**config.mk**
```make
export PLATFORM = sky130hd
export DESIGN_NAME = data_cache_flat
export DESIGN_NICKNAME = d
export VERILOG_FILES = /design/src/rtl/data_cache_if.sv /design/src/rtl/data_cache.sv /design/src/flat_wrapper.sv
export SDC_FILE = /design/constraint.sdc
export NUM_CORES = 1
export LEC_CHECK = 0
export CAP_MARGIN = 20
export CELL_PAD_IN_SITES_DETAIL_PLACEMENT = 1
export CELL_PAD_IN_SITES_GLOBAL_PLACEMENT = 1
export CORE_AREA = 2 2 313 315
export CTS_CLUSTER_DIAMETER = 150
export DETAILED_ROUTE_END_ITERATION = 16
export DIE_AREA = 0 0 315 317
export GPL_ROUTABILITY_DRIVEN = 0
export PLACE_DENSITY = 0.71
export SLEW_MARGIN = 20
export SYNTH_ARGS = -nofsm -noshare
export SYNTH_HDL_FRONTEND = slang
export SYNTH_SLANG_ARGS = --single-unit
export TNS_END_PERCENT = 100
```
**constraint.sdc**
```tcl
create_clock -name clk -period 6.5 [get_ports clk]
set_input_delay 0.975 -clock clk [delete_from_list [all_inputs] [get_ports clk]]
set_output_delay 0.975 -clock clk [all_outputs]
set_load 0.05 [all_outputs]
```
**src/rtl/data_cache_if.sv**
```systemverilog
// Bus bundle for data_cache: pipeline load/store port plus backing-memory port.
// master = pipeline/memory environment, slave = the cache.
interface data_cache_if #(
  parameter int unsigned WIDTH      = 32,
  parameter int unsigned ADDR_WIDTH = 32
);
  // Pipeline side
  logic                  memRead_M;
  logic                  memWrite_M;
  logic [ADDR_WIDTH-1:0] addr_M;
  logic [WIDTH-1:0]      writeData_M;
  logic [WIDTH-1:0]      readData_M;
  logic                  stall_M;

  // Backing-memory side
  logic                  mem_req;
  logic                  mem_we;
  logic [ADDR_WIDTH-1:0] mem_addr;
  logic [WIDTH-1:0]      mem_wdata;
  logic [WIDTH-1:0]      mem_rdata;
  logic                  mem_ack;

  modport master (
    output memRead_M, memWrite_M, addr_M, writeData_M,
    input  readData_M, stall_M,
    input  mem_req, mem_we, mem_addr, mem_wdata,
    output mem_rdata, mem_ack
  );

  modport slave (
    input  memRead_M, memWrite_M, addr_M, writeData_M,
    output readData_M, stall_M,
    output mem_req, mem_we, mem_addr, mem_wdata,
    input  mem_rdata, mem_ack
  );
endinterface

```
**src/rtl/data_cache.sv**
```systemverilog
// Direct-mapped, one-word-per-line, write-through / no-write-allocate data cache
// with hit/miss performance counters.
module data_cache #(
  parameter int unsigned WIDTH      = 32,
  parameter int unsigned ADDR_WIDTH = 32,
  parameter int unsigned SETS       = 16
) (
  input  logic        clk,
  input  logic        rst,
  input  logic        inv_all,
  data_cache_if.slave bus,
  output logic [31:0] hit_count,
  output logic [31:0] miss_count
);

  localparam int unsigned IDX   = $clog2(SETS);
  localparam int unsigned TAG_W = ADDR_WIDTH - IDX - 2;

  localparam logic [1:0] IDLE    = 2'd0;
  localparam logic [1:0] RD_MISS = 2'd1;
  localparam logic [1:0] WR_THRU = 2'd2;

  logic [1:0]            state_q, state_d;
  logic [SETS-1:0]       valid_q, valid_d;
  logic [TAG_W-1:0]      tag_q  [SETS];
  logic [WIDTH-1:0]      data_q [SETS];
  logic [ADDR_WIDTH-1:0] addr_q, addr_d;
  logic [WIDTH-1:0]      wdata_q, wdata_d;
  logic [31:0]           hit_count_q, hit_count_d;
  logic [31:0]           miss_count_q, miss_count_d;

  logic [IDX-1:0]        req_idx, fill_idx, line_idx;
  logic [TAG_W-1:0]      req_tag, fill_tag, line_tag;
  logic [WIDTH-1:0]      line_data;
  logic                  line_we, tag_we;
  logic                  req_hit;
  logic [WIDTH-1:0]      read_data;
  logic                  stall;

  assign req_idx  = bus.addr_M[IDX+1:2];
  assign req_tag  = bus.addr_M[ADDR_WIDTH-1:IDX+2];
  assign fill_idx = addr_q[IDX+1:2];
  assign fill_tag = addr_q[ADDR_WIDTH-1:IDX+2];

  // A same-cycle invalidate forces the request down the miss path.
  assign req_hit = valid_q[req_idx] && (tag_q[req_idx] == req_tag) && !inv_all;

  // Next-state, line-update and pipeline-output decode.
  always_comb begin
    state_d      = state_q;
    valid_d      = valid_q;
    addr_d       = addr_q;
    wdata_d      = wdata_q;
    hit_count_d  = hit_count_q;
    miss_count_d = miss_count_q;
    line_we      = 1'b0;
    tag_we       = 1'b0;
    line_idx     = req_idx;
    line_tag     = req_tag;
    line_data    = bus.writeData_M;
    read_data    = '0;
    stall        = 1'b0;

    case (state_q)
      IDLE: begin
        if (inv_all) begin
          valid_d = '0;
        end
        if (bus.memWrite_M) begin
          // Store (also covers load+store together): no counter update.
          stall   = 1'b1;
          addr_d  = bus.addr_M;
          wdata_d = bus.writeData_M;
          line_we = req_hit;
          state_d = WR_THRU;
        end else if (bus.memRead_M) begin
          if (req_hit) begin
            read_data = data_q[req_idx];
            if (hit_count_q != '1) begin
              hit_count_d = hit_count_q + 32'd1;
            end
          end else begin
            stall   = 1'b1;
            addr_d  = bus.addr_M;
            state_d = RD_MISS;
            if (miss_count_q != '1) begin
              miss_count_d = miss_count_q + 32'd1;
            end
          end
        end
      end
      RD_MISS: begin
        stall = !bus.mem_ack;
        if (bus.mem_ack) begin
          read_data         = bus.mem_rdata;
          line_we           = 1'b1;
          tag_we            = 1'b1;
          line_idx          = fill_idx;
          line_tag          = fill_tag;
          line_data         = bus.mem_rdata;
          valid_d[fill_idx] = 1'b1;
          state_d           = IDLE;
        end
      end
      WR_THRU: begin
        stall = !bus.mem_ack;
        if (bus.mem_ack) begin
          state_d = IDLE;
        end
      end
      default: state_d = IDLE;
    endcase
  end

  // Control state, valid bits, captured request and counters.
  always_ff @(posedge clk) begin
    if (rst) begin
      state_q      <= IDLE;
      valid_q      <= '0;
      addr_q       <= '0;
      wdata_q      <= '0;
      hit_count_q  <= '0;
      miss_count_q <= '0;
    end else begin
      state_q      <= state_d;
      valid_q      <= valid_d;
      addr_q       <= addr_d;
      wdata_q      <= wdata_d;
      hit_count_q  <= hit_count_d;
      miss_count_q <= miss_count_d;
    end
  end

  // Line tag/data storage; left unreset since valid bits gate every use.
  always_ff @(posedge clk) begin
    if (!rst && line_we) begin
      data_q[line_idx] <= line_data;
      if (tag_we) begin
        tag_q[line_idx] <= line_tag;
      end
    end
  end

  assign bus.readData_M = read_data;
  assign bus.stall_M    = stall;
  assign bus.mem_req    = (state_q == RD_MISS) || (state_q == WR_THRU);
  assign bus.mem_we     = (state_q == WR_THRU);
  assign bus.mem_addr   = addr_q;
  assign bus.mem_wdata  = wdata_q;
  assign hit_count      = hit_count_q;
  assign miss_count     = miss_count_q;

endmodule

```
**src/flat_wrapper.sv**
```systemverilog
// flat-port wrapper written by rule: the top's interface ports become plain ports
module data_cache_flat 
#(
  parameter int unsigned WIDTH      = 32,
  parameter int unsigned ADDR_WIDTH = 32,
  parameter int unsigned SETS       = 16
)
  (clk, rst, inv_all, hit_count, miss_count, bus_memRead_M, bus_memWrite_M, bus_addr_M, bus_writeData_M, bus_readData_M, bus_stall_M, bus_mem_req, bus_mem_we, bus_mem_addr, bus_mem_wdata, bus_mem_rdata, bus_mem_ack);
  data_cache_if #(.WIDTH(WIDTH), .ADDR_WIDTH(ADDR_WIDTH)) bus_i ();
  input  logic clk;
  input  logic rst;
  input  logic inv_all;
  output logic [31:0] hit_count;
  output logic [31:0] miss_count;
  input wire logic [$bits(bus_i.memRead_M)-1:0] bus_memRead_M;
  input wire logic [$bits(bus_i.memWrite_M)-1:0] bus_memWrite_M;
  input wire logic [$bits(bus_i.addr_M)-1:0] bus_addr_M;
  input wire logic [$bits(bus_i.writeData_M)-1:0] bus_writeData_M;
  output wire logic [$bits(bus_i.readData_M)-1:0] bus_readData_M;
  output wire logic [$bits(bus_i.stall_M)-1:0] bus_stall_M;
  output wire logic [$bits(bus_i.mem_req)-1:0] bus_mem_req;
  output wire logic [$bits(bus_i.mem_we)-1:0] bus_mem_we;
  output wire logic [$bits(bus_i.mem_addr)-1:0] bus_mem_addr;
  output wire logic [$bits(bus_i.mem_wdata)-1:0] bus_mem_wdata;
  input wire logic [$bits(bus_i.mem_rdata)-1:0] bus_mem_rdata;
  input wire logic [$bits(bus_i.mem_ack)-1:0] bus_mem_ack;
  assign bus_i.memRead_M = bus_memRead_M;
  assign bus_i.memWrite_M = bus_memWrite_M;
  assign bus_i.addr_M = bus_addr_M;
  assign bus_i.writeData_M = bus_writeData_M;
  assign bus_readData_M = bus_i.readData_M;
  assign bus_stall_M = bus_i.stall_M;
  assign bus_mem_req = bus_i.mem_req;
  assign bus_mem_we = bus_i.mem_we;
  assign bus_mem_addr = bus_i.mem_addr;
  assign bus_mem_wdata = bus_i.mem_wdata;
  assign bus_i.mem_rdata = bus_mem_rdata;
  assign bus_i.mem_ack = bus_mem_ack;
  data_cache #(.WIDTH(WIDTH), .ADDR_WIDTH(ADDR_WIDTH), .SETS(SETS)) u_core (.clk(clk), .rst(rst), .inv_all(inv_all), .bus(bus_i), .hit_count(hit_count), .miss_count(miss_count));
endmodule
```
# Yosys cells after proc, flatten, opt, wreduce, memory -nomap -nowiden
# Memory sizes are Yosys's and may differ from the RTL's.
# Index checks and enable logic that the tools add are counted.
[word_totals]
register_bits = 146
latch_bits = 0
mem_bits_rw = 928
mem_bits_ro = 0
input_bits = 102
output_inout_bits = 163
word_cells = 84
memories = 2
[op_classes]
n_addsub = 2
multipliers = 0
div = 0
order_cmp = 3
n_eq_ne = 11
shifts = 0
n_mux = 39
n_bitwise = 3
reduce_logical = 18
[mem_list]
columns = ["memory", "depth", "width", "rd", "rd_ports_with_merged_regs", "wr", "line_no", "rtl"]
rows = [
  ["u_core.data_q", 16, 32, 1, 0, 1, "data_cache.sv:26", "logic [WIDTH-1:0] data_q [SETS];"],
  ["u_core.tag_q", 16, 26, 1, 0, 1, "data_cache.sv:25", "logic [TAG_W-1:0] tag_q [SETS];"],
]
[op_table]
columns = ["operator", "count"]
rows = [
  ["two-way mux 32 bit", 9],
  ["adder 32 x 1 -> 32 bit (second input constant)", 2],
  ["inequality test 32 bit (second input constant)", 2],
  ["one-hot mux 32 bit (2 select lines)", 1],
  ["two-way mux 26 bit", 2],
  ["two-way mux 16 bit", 2],
  ["one-hot mux 16 bit (2 select lines)", 1],
  ["equality test 26 bit", 1],
  ["OR 16 bit", 1],
  ["two-way mux 1 bit", 13],
  ["less-than comparator 4 x 5 -> 1 bit (second input constant)", 2],
  ["AND reduction 5 bit", 2],
  ["AND reduction 3 bit", 3],
  ["two-way mux 2 bit", 4],
  ["two-way mux 4 bit", 2],
  ["inequality test 2 bit (second input constant)", 3],
  ["inequality test 3 bit (second input constant)", 2],
  ["binary-select mux 1 bit (select 4 bit)", 1],
  ["demux 1 bit (select 4 bit)", 1],
  ["greater-or-equal comparator 4 x 1 -> 1 bit (second input constant)", 1],
  ["logical AND 1 bit", 4],
  ["one-hot mux 1 bit (2 select lines)", 2],
  ["one-hot mux 2 bit (2 select lines)", 1],
  ["nonzero test 2 bit", 2],
  ["other kinds (9)", 12],
]

# Longest topological paths before layout
# Gate-level depths: netlist (run 1).
[logic_depth]
depth_word = 9
depth_mapped = 17
depth_no_buf = 10

# Worst setup path after synthesis (run 1)
# OpenSTA, ideal clock, no wires.
[synth_timing]
path_kind = "input to register"
start = "in bus_addr_M[2]"
end = "mem u_core.data_q[8][0] (enable)"
setup_time_ps = 421
t_arrival_ps = 5167
t_required_ps = 6079
setup_slack_ps = 912
cell_stages = 13
path_buffers = 4
cell_sequence = "buf_4 buf_2 mux4_2 mux4_2 xnor2_1 o21ai_0 a2111oi_0 and4b_1 buf_4 buf_2 nor3b_2 a31oi_1 nor2_1"
[synth_via]
elab_chain_cells = 9
word_cells_on_any_way = 13
cone_classes = "eq/ne (1); mux (8); reduce/logical (3); memory (1)"
[synth_lines]
columns = ["element", "line_no", "rtl"]
rows = [
  ["start: declaration", "flat_wrapper.sv:17", "input wire logic [$bits(bus_i.addr_M)-1:0] bus_addr_M;"],
  ["memory (16 x 26 bit) or binary-select mux 1 bit (select 4 bit) (tied branches)", "--", ""],
  ["equality test 26 bit or two-way mux 1 bit (tied branches)", "data_cache.sv:46", "assign req_hit = valid_q[req_idx] && (tag_q[req_idx] == req_tag) && !inv_all;"],
  ["logical AND 1 bit (2 in series)", "data_cache.sv:46", ""],
  ["two-way mux 1 bit", "data_cache.sv:69", "if (bus.memWrite_M) begin"],
  ["one-hot mux 1 bit (2 select lines)", "data_cache.sv:64", "case (state_q)"],
  ["logical AND 1 bit", "data_cache.sv:136", "if (!rst && line_we) begin"],
  ["two-way mux 1 bit", "data_cache.sv:136", ""],
  ["two-way mux 1 bit (implied by the code)", "data_cache.sv:137", "data_q[line_idx] <= line_data;"],
  ["end: declaration", "data_cache.sv:26", ""],
]
# Several ways; a longest one is shown, not always the timed one. The select of a mux whose other input is x is not followed.

# Final worst setup path (run 1)
[layout_timing]
start = "in bus_addr_M[3]"
end = "out bus_readData_M[18]"
[layout_via]
elab_chain_cells = 8
word_cells_on_any_way = 11
cone_classes = "eq/ne (1); mux (6); reduce/logical (2); memory (2)"
[layout_lines]
columns = ["element", "line_no", "rtl"]
rows = [
  ["memory (16 x 26 bit) or binary-select mux 1 bit (select 4 bit) (tied branches)", "--", ""],
  ["equality test 26 bit or two-way mux 1 bit (tied branches)", "data_cache.sv:46", ""],
  ["logical AND 1 bit (2 in series)", "data_cache.sv:46", ""],
  ["two-way mux 32 bit (*)", "data_cache.sv:77", "if (req_hit) begin"],
  ["two-way mux 32 bit (*)", "data_cache.sv:76", "end else if (bus.memRead_M) begin"],
  ["two-way mux 32 bit (*)", "data_cache.sv:69", ""],
  ["one-hot mux 32 bit (2 select lines) (*)", "data_cache.sv:64", ""],
  ["end: declaration", "flat_wrapper.sv:19", "output wire logic [$bits(bus_i.readData_M)-1:0] bus_readData_M;"],
]
# Mark *: on every way between the ends. The rest lies on a longest branch, timed or not. The select of a mux whose other input is x is not followed.

==> impl_results.md, run 1 <==
* Status: completed
* Num rows at 114
* Synth Flop Type: edfxtp_1
* Detailed placement HPWL at 70100 um
* Slew headroom at 28.0%
* Synthesized instance count at 2517
* Total Power at 15.2 mW
* H-tree depth at 3
* Post-synth net total at 2625
* Total GRT Usage at 23.6%
* Clock power frac at 41.7%
* Wire per inst at 27.9 um
* CTS max path bufs at 3
* RSZ-0062 raised after global routing: false
* Area Overhead vs Synth at 19.9%
* Worst skew pair latency at 0.69 ns
* Hold Violations, Final at 0
* Die Ht at 317 um
* Fin area at 0.0515 mm^2
* CTS Hold Bufs at 0
* Num CTS Buffers at 108
* Remaining DRCs at 0
* Tightest Pin Transition at 1.08 ns
* Die W at 315 um
* Post-synthesis compound-gate area fraction at 2.50%
* Share of cells above drive strength 1 at 19.8%
* Slew Limit Fails at 0
* Cell internal pwr at 11.7 mW
* CP required at 5.52 ns
* Crit end category: primary output
* Routed Wire Length at 117000 um
* Fin Clk Skew at 0.0317 ns
* Inst Count DP at 3994
* Clock Tree Root: clkbuf_16
* Antenna violations before repair at 2
* Post-route ant nets at 0
* Critical Path, Cell by Cell: buf_6 > buf_4 > mux4_2 > mux2i_1 > o21ai_0 > a211oi_1 > a31oi_1 > a2111oi_0 > and4b_1 > and2_2 > buf_12 > nand2_1 > nand2_1 > buf_12
* Leak pwr at 17.0 nW
* Seq/Total Area, Yosys at 71.6%
* Setup CP Type: input port to primary output
* VDD IR max at 0.207 mV
* Hold Crit Depth at 2
* Area of the core at 0.0963 mm^2
* Gr ovfl total at 0
* Vias in the first global route at 25800
* Hold EP: u_core.bus.mem_wdata[15]
* Comb power frac at 7.9%
* Power Density at 294 mW/mm^2
* Layout Utilization at 53.5%
* Yosys reg bits at 1074
* Multiplexer share of the synthesized area at 16.1%
* Synth Warn # at 0
* Sequential Power Share at 50.4%
* CTS tree: done
* Hold Path Class: flop to flop
* Vias at 24400
* Clock-pin slew on the worst setup and hold paths at 0.06 ns
* First-pass GRT wire length at 174000 um
* Fin nets at 2936
* Fmax at 162 MHz
* R2R Path End: u_core.data_q[9][10]
* Cells on worst reg2reg path at 11
* Port Buffers at 264
* CP delay by family, top: compound AO/OA/AOI/OAI gates
* Final setup margin at 0.329 ns
* Clock sink count at 1074
* Post-synthesis cell type count at 61
* Combinational family with the most area after synthesis: multiplexers
* Cell area after synthesis at 0.0430 mm^2
* CP max stage delay at 0.87 ns
* Synth Area in Adders at 0.175%
* Post-route insts no fill at 4197
* Setup Buffers After CTS at 0
* Via-to-Cell Ratio at 5.80
* Slowest-stage cell, CP: a2111oi_0
* Max cap viols at 0
* Synth Area per Inst at 17.1 um^2
* Hold Startpoint: u_core.bus.mem_wdata[15]
* Pre-CTS setup slack at 0.234 ns
* Initial Util at 44.6%
* Post-route setup TNS at 0 ns
* CTS resizes at 0
* Synth async-reset ratio at 0%
* Buffers plus inverters on the worst setup path at 4
* Worst-path fanout max at 45
* Switch Pwr at 3.45 mW
* Worst hold margin at 0.460 ns
* # setup viols final at 0
* Min cycle time layout at 6.17 ns
* Drt first pass iters at 5
* Placed inst area at 0.0480 mm^2
* Post-synthesis simple-gate area fraction at 6.77%
* Switch share at 22.8%
* R2R Setup Slk at 1.52 ns
* CP arrival at 5.20 ns
* Die Area at 0.0999 mm^2
* Number of enable flip-flop cells after synthesis at 928
* Final worst path period share at 94.9%
* Worst R2R Start: u_core.tag_q[7][11]
* I/O pins at 265
* Largest net degree at the start of global routing at 91
* CP Launch Type: input port
* Post-Synth XOR/XNOR Area at 1.14%
* Number of DRC markers in iteration 0 at 2347
==> area by class of cell <==
cell class              instances  area [um^2]
fillers                      8819        44800
flip-flops and latches       1074        30800
multi-input cells            1276        11700
repair buffers                341         3800
clock buffers                 133         2820
well taps                    1276         1600
clock inverters                68          746
inverters                      27          101
diodes                          2         5.00
==> flip-flops by register name (all words and copies together), names as in the netlist <==
signal,count
u_core.bus.mem_addr,32
u_core.bus.mem_wdata,32
u_core.data_q,512
u_core.hit_count,32
u_core.miss_count,32
u_core.state_q,2
u_core.tag_q,416
u_core.valid_q,16
==> cells in the final DEF (no fill, tap or decap), types with 25 or more instances in the layout <==
master and n:
clkdlybuf4s50_1 226, mux2i_1 118, edfxtp_1 928, mux4_2 245, a21oi_1 69, nand3_1 38, clkinv_1 25, inv_1 26
clkbuf_16 109, nand2_1 329, buf_4 59, nor2_1 127, xnor2_1 35, buf_12 52, dfxtp_1 146
==> cell usage after synthesis (all sizes together) (3+ instances only) <==
library cell | count | area [um^2]
o31ai | 11 | 82.6
nor4 | 9 | 56.3
a31o | 3 | 26.3
and2 | 7 | 43.8
nor4b | 3 | 26.3
mux2i | 118 | 1180
a311oi | 3 | 26.3
or4 | 14 | 105
a22oi | 18 | 135
a21o | 4 | 30.0
and3 | 7 | 43.8
xor2 | 21 | 184
a21oi | 69 | 345
clkbuf | 90 | 338
ha | 6 | 75.1
nor2 | 159 | 597
xnor2 | 35 | 307
a211oi | 3 | 22.5
a22o | 5 | 43.8
edfxtp | 928 | 27900
nor3 | 24 | 120
nand3 | 38 | 190
nor3b | 6 | 50.1
and4 | 4 | 35.0
inv | 26 | 97.6
dfxtp | 146 | 2920
nor2b | 23 | 144
nand2 | 332 | 1250
mux2 | 19 | 214
buf | 50 | 292
nand4 | 15 | 93.8
or3 | 6 | 37.5
mux4 | 245 | 5520
or2 | 4 | 25.0
a31oi | 16 | 100
o21ai | 13 | 65.1
a221oi | 5 | 43.8
nand2b | 9 | 56.3
==> metal layers <==
metal / track usage (%) / share of wire [%]
met5: 0 / 0
met4: 6.89 / 2.5
met3: 3.95 / 6.6
met2: 39.8 / 50
met1: 31.9 / 41
==> kinds of logic after synthesis <==
group | Yosys count
adders and majority gates | 6
AOI/OAI and AO/OA | 168
xor gates and xnor gates | 56
and+or+nand+nor | 664
buffers and inverters | 167
DFF | 1074
muxes | 382
==> worst max path at each step <==
stage / startpoint / endpoint / slack (ns) / cells past startpoint
finish: bus_addr_M[3] / bus_readData_M[18] / 0.33 / 14
global route: bus_addr_M[3] / bus_readData_M[28] / 0.03 / 14
floorplan: bus_addr_M[2] / u_core.data_q[8][0] / 0.91 / 13
CTS: bus_addr_M[3] / bus_readData_M[18] / 0.31 / 14
detailed placement: bus_addr_M[3] / u_core.data_q[9][4] / 0.23 / 14
global placement: bus_addr_M[3] / u_core.data_q[9][7] / 0.37 / 14
==> power groups by stage <==
| stage | Sequential (mW) | Combinational [mW] | Clock (mW) |
|---|---|---|---|
| 2_1_floorplan | 7.90 | 0.614 | 0 |
| 3_3_place_gp | 7.78 | 1.17 | 0 |
| 3_5_place_dp | 7.78 | 1.20 | 0 |
| 4_1_cts | 7.64 | 1.21 | 6.43 |
| 5_1_grt | 7.64 | 1.28 | 6.68 |
| 6_report | 7.63 | 1.20 | 6.32 |
==> tightest hold or removal path, cell delays in order, from the launching register on <==
cell and delay, ns:
dfxtp_1 0.31, nand2_1 0.05, a21oi_1 0.05
Power figures use the tool's default switching activity.
==> run 2: changes to the inputs <==
CORE_AREA = 2 2 418 420   (was 2 2 313 315)
DIE_AREA = 0 0 420 422   (was 0 0 315 317)
PLACE_DENSITY = 0.46   (was 0.71)
clock period = 5.22 ns   (was 6.5 ns; I/O delays follow)
==> run 2 against run 1 <==
Effect of this change: combinational power is 32% higher; clock power grew 37%; critical path type unchanged; highest routed layer unchanged; critical path depth unchanged; cell count up 27%; die area grew 77%; clock-buffer cell count is 8 higher; sequential power grew 25%; wire length is 15% higher; power grew 30%; global-route usage fell by 8.5 points; non-clock buffer count rose by 55.
==> impl_results.md, run 2 (same netlist as run 1, synthesis figures left out) <==
* CP required at 4.44 ns (-1.08 ns)
* Num CTS Buffers at 120 (+11%)
* # setup viols final at 0 (unchanged)
* Slew headroom at 26.9% (-1.0 points)
* Slew Limit Fails at 0 (unchanged)
* Gr ovfl total at 0 (unchanged)
* Final worst path period share at 96.1%
* First-pass GRT wire length at 194000 um (+12%)
* Clock sink count at 1074 (unchanged)
* Die Ht at 422 um (+33%)
* Placed inst area at 0.0501 mm^2 (+4.6%)
* Power Density at 364 mW/mm^2 (+24%)
* Share of cells above drive strength 1 at 22.5% (+2.7 points)
* Biggest register: u_core.data_q
* Die W at 420 um (+33%)
* Pre-CTS setup slack at -0.142 ns (-0.376 ns)
* Max cap viols at 0 (unchanged)
* Filler Cell Count at 17700 (+100%)
* Hold Violations, Final at 0 (unchanged)
* Fin Clk Skew at 0.0657 ns (+0.0340 ns)
* Wire per inst at 25.2 um (-9.7%)
* CTS tree: done
* Largest net degree at the start of global routing at 78 (-14%)
* Tightest Pin Transition at 1.10 ns (+0.0206 ns)
* H-tree depth at 3 (unchanged)
* Most common cell after layout, fill and taps aside: edfxtp_1
* Die Area at 0.177 mm^2 (+77%)
* Leak pwr at 17.6 nW (+3.6%)
* Fin area at 0.0543 mm^2 (+5.5%)
* CP arrival at 4.23 ns (-0.97 ns)
* Vias in the first global route at 26500 (+2.7%)
* Area Overhead vs Synth at 26.4%
* Post-route ant nets at 0 (unchanged)
* I/O pins at 265 (unchanged)
* Remaining DRCs at 0 (unchanged)
* Setup CP Type: input port to primary output
* Crit end category: primary output
* Clock-pin slew on the worst setup and hold paths at 0.06 ns (about the same)
* Min cycle time layout at 5.02 ns
* Clock Tree Root: clkbuf_16
* Routed Wire Length at 134000 um (+15%)
* Fin nets at 3003 (+2.3%)
* CTS max path bufs at 3 (unchanged)
* Layout Utilization at 31.4% (-22 points)
* Antenna violations before repair at 2 (unchanged)
* Post-route setup TNS at 0 ns (unchanged)
* VDD IR max at 0.268 mV (+29%)
* Drt first pass iters at 5 (unchanged)
* Status: completed
* Total Power at 19.8 mW (+30%)
* Hold Path Class: flop to flop
* Via-to-Cell Ratio at 4.52 (-22%)
* Number of DRC markers in iteration 0 at 1657 (-29%)
* Fmax at 199 MHz
* Worst skew pair latency at 0.76 ns (+0.07 ns)
* Number of flip-flops under the largest register name at 512 (unchanged)
* CTS Hold Bufs at 0 (unchanged)
* Detailed placement HPWL at 84600 um (+21%)
* Total GRT Usage at 15.1% (-8.5 points)
* Initial Util at 24.9% (-20 points)
* Final setup margin at 0.203 ns (-0.126 ns)
* Area of the core at 0.173 mm^2 (+80%)
* Num rows at 153 (+34%)
* Most frequent cells in the layout: edfxtp_1, nand2_1, mux4_2
* RSZ-0062 raised after global routing: false
* CP Launch Type: input port
* Vias at 24100 (-1.2%)
* Port Buffers at 264 (unchanged)
* Worst-path fanout max at 26 (-42%)
* Largest registers: u_core.data_q: 512 flops, u_core.tag_q: 416 flops
-- run 2: metal layers --
layer  global-route usage (%)  part of all wire (%)  up-vias
li1                         -                     -    10600
met1                     19.5                    43    12800
met2                     26.6                    52      496
met3                     2.15                   3.7      135
met4                     3.66                   2.0        0
met5                        0                     0        -
-- run 2: layout make-up --
type	count	area, um^2	share of cell area, %
Antenna cell	1	2.50	0.00461
Clock buffer	141	3120	5.74
Clock inverter	83	931	1.71
Inverter	27	101	0.187
Multi-Input combinational cell	1276	11800	21.7
Sequential cell	1074	30800	56.7
Tap cell	2325	2910	5.35
Timing Repair Buffer	396	4710	8.66
-- run 2: what timing repair did --
action | CTS | global route
buffers inserted | 1 | 0
cloned | 1 | 0
gates resized for setup | 11 | 7
pin swaps | 2 | 0
endpoints found under the setup margin | 28 | 32
-- run 2: critical path, stage by stage --
cell and delay (ns):
buf_12 0.19, buf_12 0.21, mux4_2 0.53, mux2i_2 0.22
xor2_1 0.28, a31oi_1 0.19, nor4_2 0.32, buf_4 0.18
and4b_2 0.31, and2_4 0.29, bufbuf_16 0.33, nand2_1 0.06
nand2_1 0.12, buf_12 0.15
-- run 2: worst paths after layout --
check	from	end	slack (ns)	depth (start not counted)
min	u_core.bus.mem_wdata[27]	u_core.bus.mem_wdata[27]	0.46	2
max	bus_addr_M[3]	bus_readData_M[10]	0.20	14
max reg2reg	u_core.tag_q[13][7]	u_core.data_q[9][23]	0.97	13
min reg2reg	u_core.bus.mem_wdata[27]	u_core.bus.mem_wdata[27]	0.46	2
-- run 2: power breakdown --
part | internal (mW) | total [mW] | leakage (nW) | switching, mW
registers | 9.46 | 9.51 | 9.54 | 0.0496
clock network | 5.07 | 8.68 | 1.93 | 3.60
logic | 0.560 | 1.58 | 6.15 | 1.02
total | 15.1 | 19.8 | 17.6 | 4.67
-- run 2: stage by stage --
| step | cells | hold WS [ns] |
|---|---|---|
| after floorplan | 2517 | 0.431 |
| after global placement | 5096 | 0.445 |
| after global routing | 5323 | 0.469 |
| after CTS | 5322 | 0.423 |
| after detailed placement | 5096 | 0.451 |
| final | 5323 | 0.461 |
==> run 3: changes to the inputs <==
CELL_PAD_IN_SITES_DETAIL_PLACEMENT = 0   (was 1)
CTS_BUF_LIST = sky130_fd_sc_hd__clkbuf_8   (was not set)
==> run 3 against run 2 <==
Effect of this change: sequential share of layout area up 0.29 points; worst hold slack worse by 0.12 ns; core utilization down 0.16 points; power down 4.4%; critical path type unchanged; cell count up 2.4%; global-route usage down 0.31 points; via count up 1.0%; largest cell class unchanged; largest power group unchanged; highest routed layer unchanged; wire length down 1.5%; setup slack better by 0.021 ns; register-to-register slack better by 0.10 ns.
==> impl_results.md, run 3 (same netlist as run 1, synthesis figures left out) <==
* Remaining DRCs at 0 (unchanged)
* Leak pwr at 17.8 nW (+0.94%)
* R2R Setup Slk at 1.07 ns (+0.10 ns)
* Final worst path period share at 95.7% (-0.41 points)
* Die Area at 0.177 mm^2 (unchanged)
* Area of the core at 0.173 mm^2 (unchanged)
* Clock power frac at 41.3% (-2.6 points)
* Largest net degree at the start of global routing at 78 (unchanged)
* Clock sink count at 1074 (unchanged)
* Total GRT Usage at 14.8% (-0.31 points)
* Fmax at 200 MHz (+0.43%)
* Port Buffers at 264 (unchanged)
* Worst hold margin at 0.343 ns (-0.117 ns)
* Hold Path Class: input port to flop
* Max cap viols at 0 (unchanged)
* Initial Util at 24.9% (unchanged)
* Hold Violations, Final at 0 (unchanged)
* Largest registers: u_core.data_q: 512 flops, u_core.tag_q: 416 flops
* Worst R2R Start: u_core.tag_q[6][7]
* Area Overhead vs Synth at 25.8%
* CP Launch Type: input port
* Wire per inst at 24.3 um (-3.8%)
* Fin nets at 3072 (+2.3%)
* Via-to-Cell Ratio at 4.46 (-1.4%)
* Clock Tree Root: clkbuf_8
* Share of cells above drive strength 1 at 24.0% (+1.5 points)
* Switch Pwr at 4.69 mW (+0.38%)
* Tightest Pin Transition at 1.09 ns (-0.00836 ns)
* Cell internal pwr at 14.2 mW (-5.9%)
* Vias in the first global route at 25900 (-2.3%)
* Min cycle time layout at 5.00 ns (-0.0214 ns)
* Setup crit end: bus_readData_M[15]
* Slew headroom at 27.5% (+0.56 points)
* R2R Path End: u_core.data_q[9][7]
* Fin Clk Skew at 0.0408 ns (-0.0250 ns)
* Antenna violations before repair at 2 (unchanged)
* Drt first pass iters at 5 (unchanged)
* Power Density at 350 mW/mm^2 (-3.9%)
* Biggest register: u_core.data_q
* Total Power at 18.9 mW (-4.4%)
* Detailed placement HPWL at 81600 um (-3.5%)
* CP arrival at 4.21 ns (-0.02 ns)
* Status: completed
* Slew Limit Fails at 0 (unchanged)
* Vias at 24300 (+1.0%)
* CTS max path bufs at 3 (unchanged)
* Number of flip-flops under the largest register name at 512 (unchanged)
* Num CTS Buffers at 188 (+57%)
* Num rows at 153 (unchanged)
* Layout Utilization at 31.3% (-0.16 points)
* Most frequent cells in the layout: edfxtp_1, nand2_1, mux4_2
* Clock-pin slew on the worst setup and hold paths at 0.05 ns (about the same)
* Sequential Power Share at 50.4% (+2.3 points)
* # setup viols final at 0 (unchanged)
* Die W at 420 um (unchanged)
* H-tree depth at 4 (+1)
* Comb power frac at 8.3% (+0.3 points)
* Post-route ant nets at 0 (unchanged)
* Worst skew pair latency at 0.88 ns (+0.12 ns)
* Gr ovfl total at 0 (unchanged)
* Die Ht at 422 um (unchanged)
* CP required at 4.44 ns (about the same)
* First-pass GRT wire length at 189000 um (-2.6%)
* Worst-path fanout max at 51 (+96%)
* Cells on worst reg2reg path at 13 (unchanged)
* Switch share at 24.8% (+1.2 points)
* Number of DRC markers in iteration 0 at 1727 (+4.2%)
* I/O pins at 265 (unchanged)
* Crit end category: primary output
* Routed Wire Length at 132000 um (-1.5%)
* CTS tree: done
* Setup CP Type: input port to primary output
* Most common cell after layout, fill and taps aside: edfxtp_1
* VDD IR max at 0.249 mV (-7.1%)
* RSZ-0062 raised after global routing: false
* Critical path launch point: bus_addr_M[4]
[run 3: cell count changes in the layout (fill, tap and decap cells not counted), sizes merged]
cell | previous run | this run
clkbuf | 141 | 194
bufinv | 16 | 14
inv | 31 | 80
diode | 1 | 2
bufbuf | 1 | 0
clkinv | 48 | 83
clkinvlp | 15 | 5
buf | 169 | 171
[run 3: per-layer routing]
metal | global-route usage [%] | part of all wire (%) | routed length (um)
met5 | 0 | 0 | 0
met4 | 4.88 | 2.8 | 3720
met3 | 2.87 | 4.5 | 6000
met2 | 25.2 | 50 | 66500
met1 | 18.8 | 42 | 56100
[run 3: critical path: stages]
cell and delay, ns:
buf_8 0.34, buf_4 0.35, buf_4 0.42, buf_4 0.75, mux4_2 0.48, mux4_2 0.55, nand2_1 0.11, nand2_1 0.09
buf_12 0.16
[run 3: power groups by stage]
| stage | Sequential, mW | Combinational, mW | Clock, mW |
|---|---|---|---|
| after floorplan | 9.84 | 0.764 | 0 |
| after global placement | 9.69 | 1.58 | 0 |
| after detailed placement | 9.70 | 1.60 | 0 |
| after CTS | 9.52 | 1.61 | 8.10 |
| after global routing | 9.52 | 1.69 | 8.46 |
| final | 9.52 | 1.57 | 7.81 |
[run 3: worst min-delay path by stage]
stage / cells after the start / endpoint / startpoint
2_1_floorplan: 2 / u_core.valid_q[2] / u_core.valid_q[2]
3_3_place_gp: 2 / u_core.bus.mem_wdata[13] / u_core.bus.mem_wdata[13]
3_5_place_dp: 2 / u_core.bus.mem_wdata[27] / u_core.bus.mem_wdata[27]
4_1_cts: 2 / u_core.miss_count[19] / rst
5_1_grt: 2 / u_core.miss_count[7] / rst
6_report: 2 / u_core.miss_count[9] / rst
[run 3: final cells by class]
cell class                 count  area (um^2)
tap                         2325         2910
timing repair buffer         397         4700
clock buffer                 194         2670
inverter                      27          101
multi-input combinational   1276        11800
fill                       16900       119000
antenna                        2         5.00
clock inverter               155         1090
sequential                  1074        30800
[run 3: timing repair]
item,CTS,global route
hold endpoints to repair,0,0
cloned,1,0
endpoints found under the setup margin,32,32
gates resized for setup,9,11
buffers inserted,2,0
pin swaps,2,1
hold buffers,0,0
[run 3: metrics by stage]
| step | cells | setup TNS [ns] | worst slack (ns) | instance area, um^2 |
|---|---|---|---|---|
| finish | 5450 | 0 | 0.224 | 54100 |
| global route | 5450 | 0 | 0.00184 | 54100 |
| CTS | 5448 | 0 | 0.0494 | 54000 |
| detailed placement | 5096 | -11.95 | -0.111 | 50100 |
| global placement | 5096 | -13.48 | -0.129 | 50100 |
| floorplan | 2517 | -88.32 | -0.176 | 43000 |
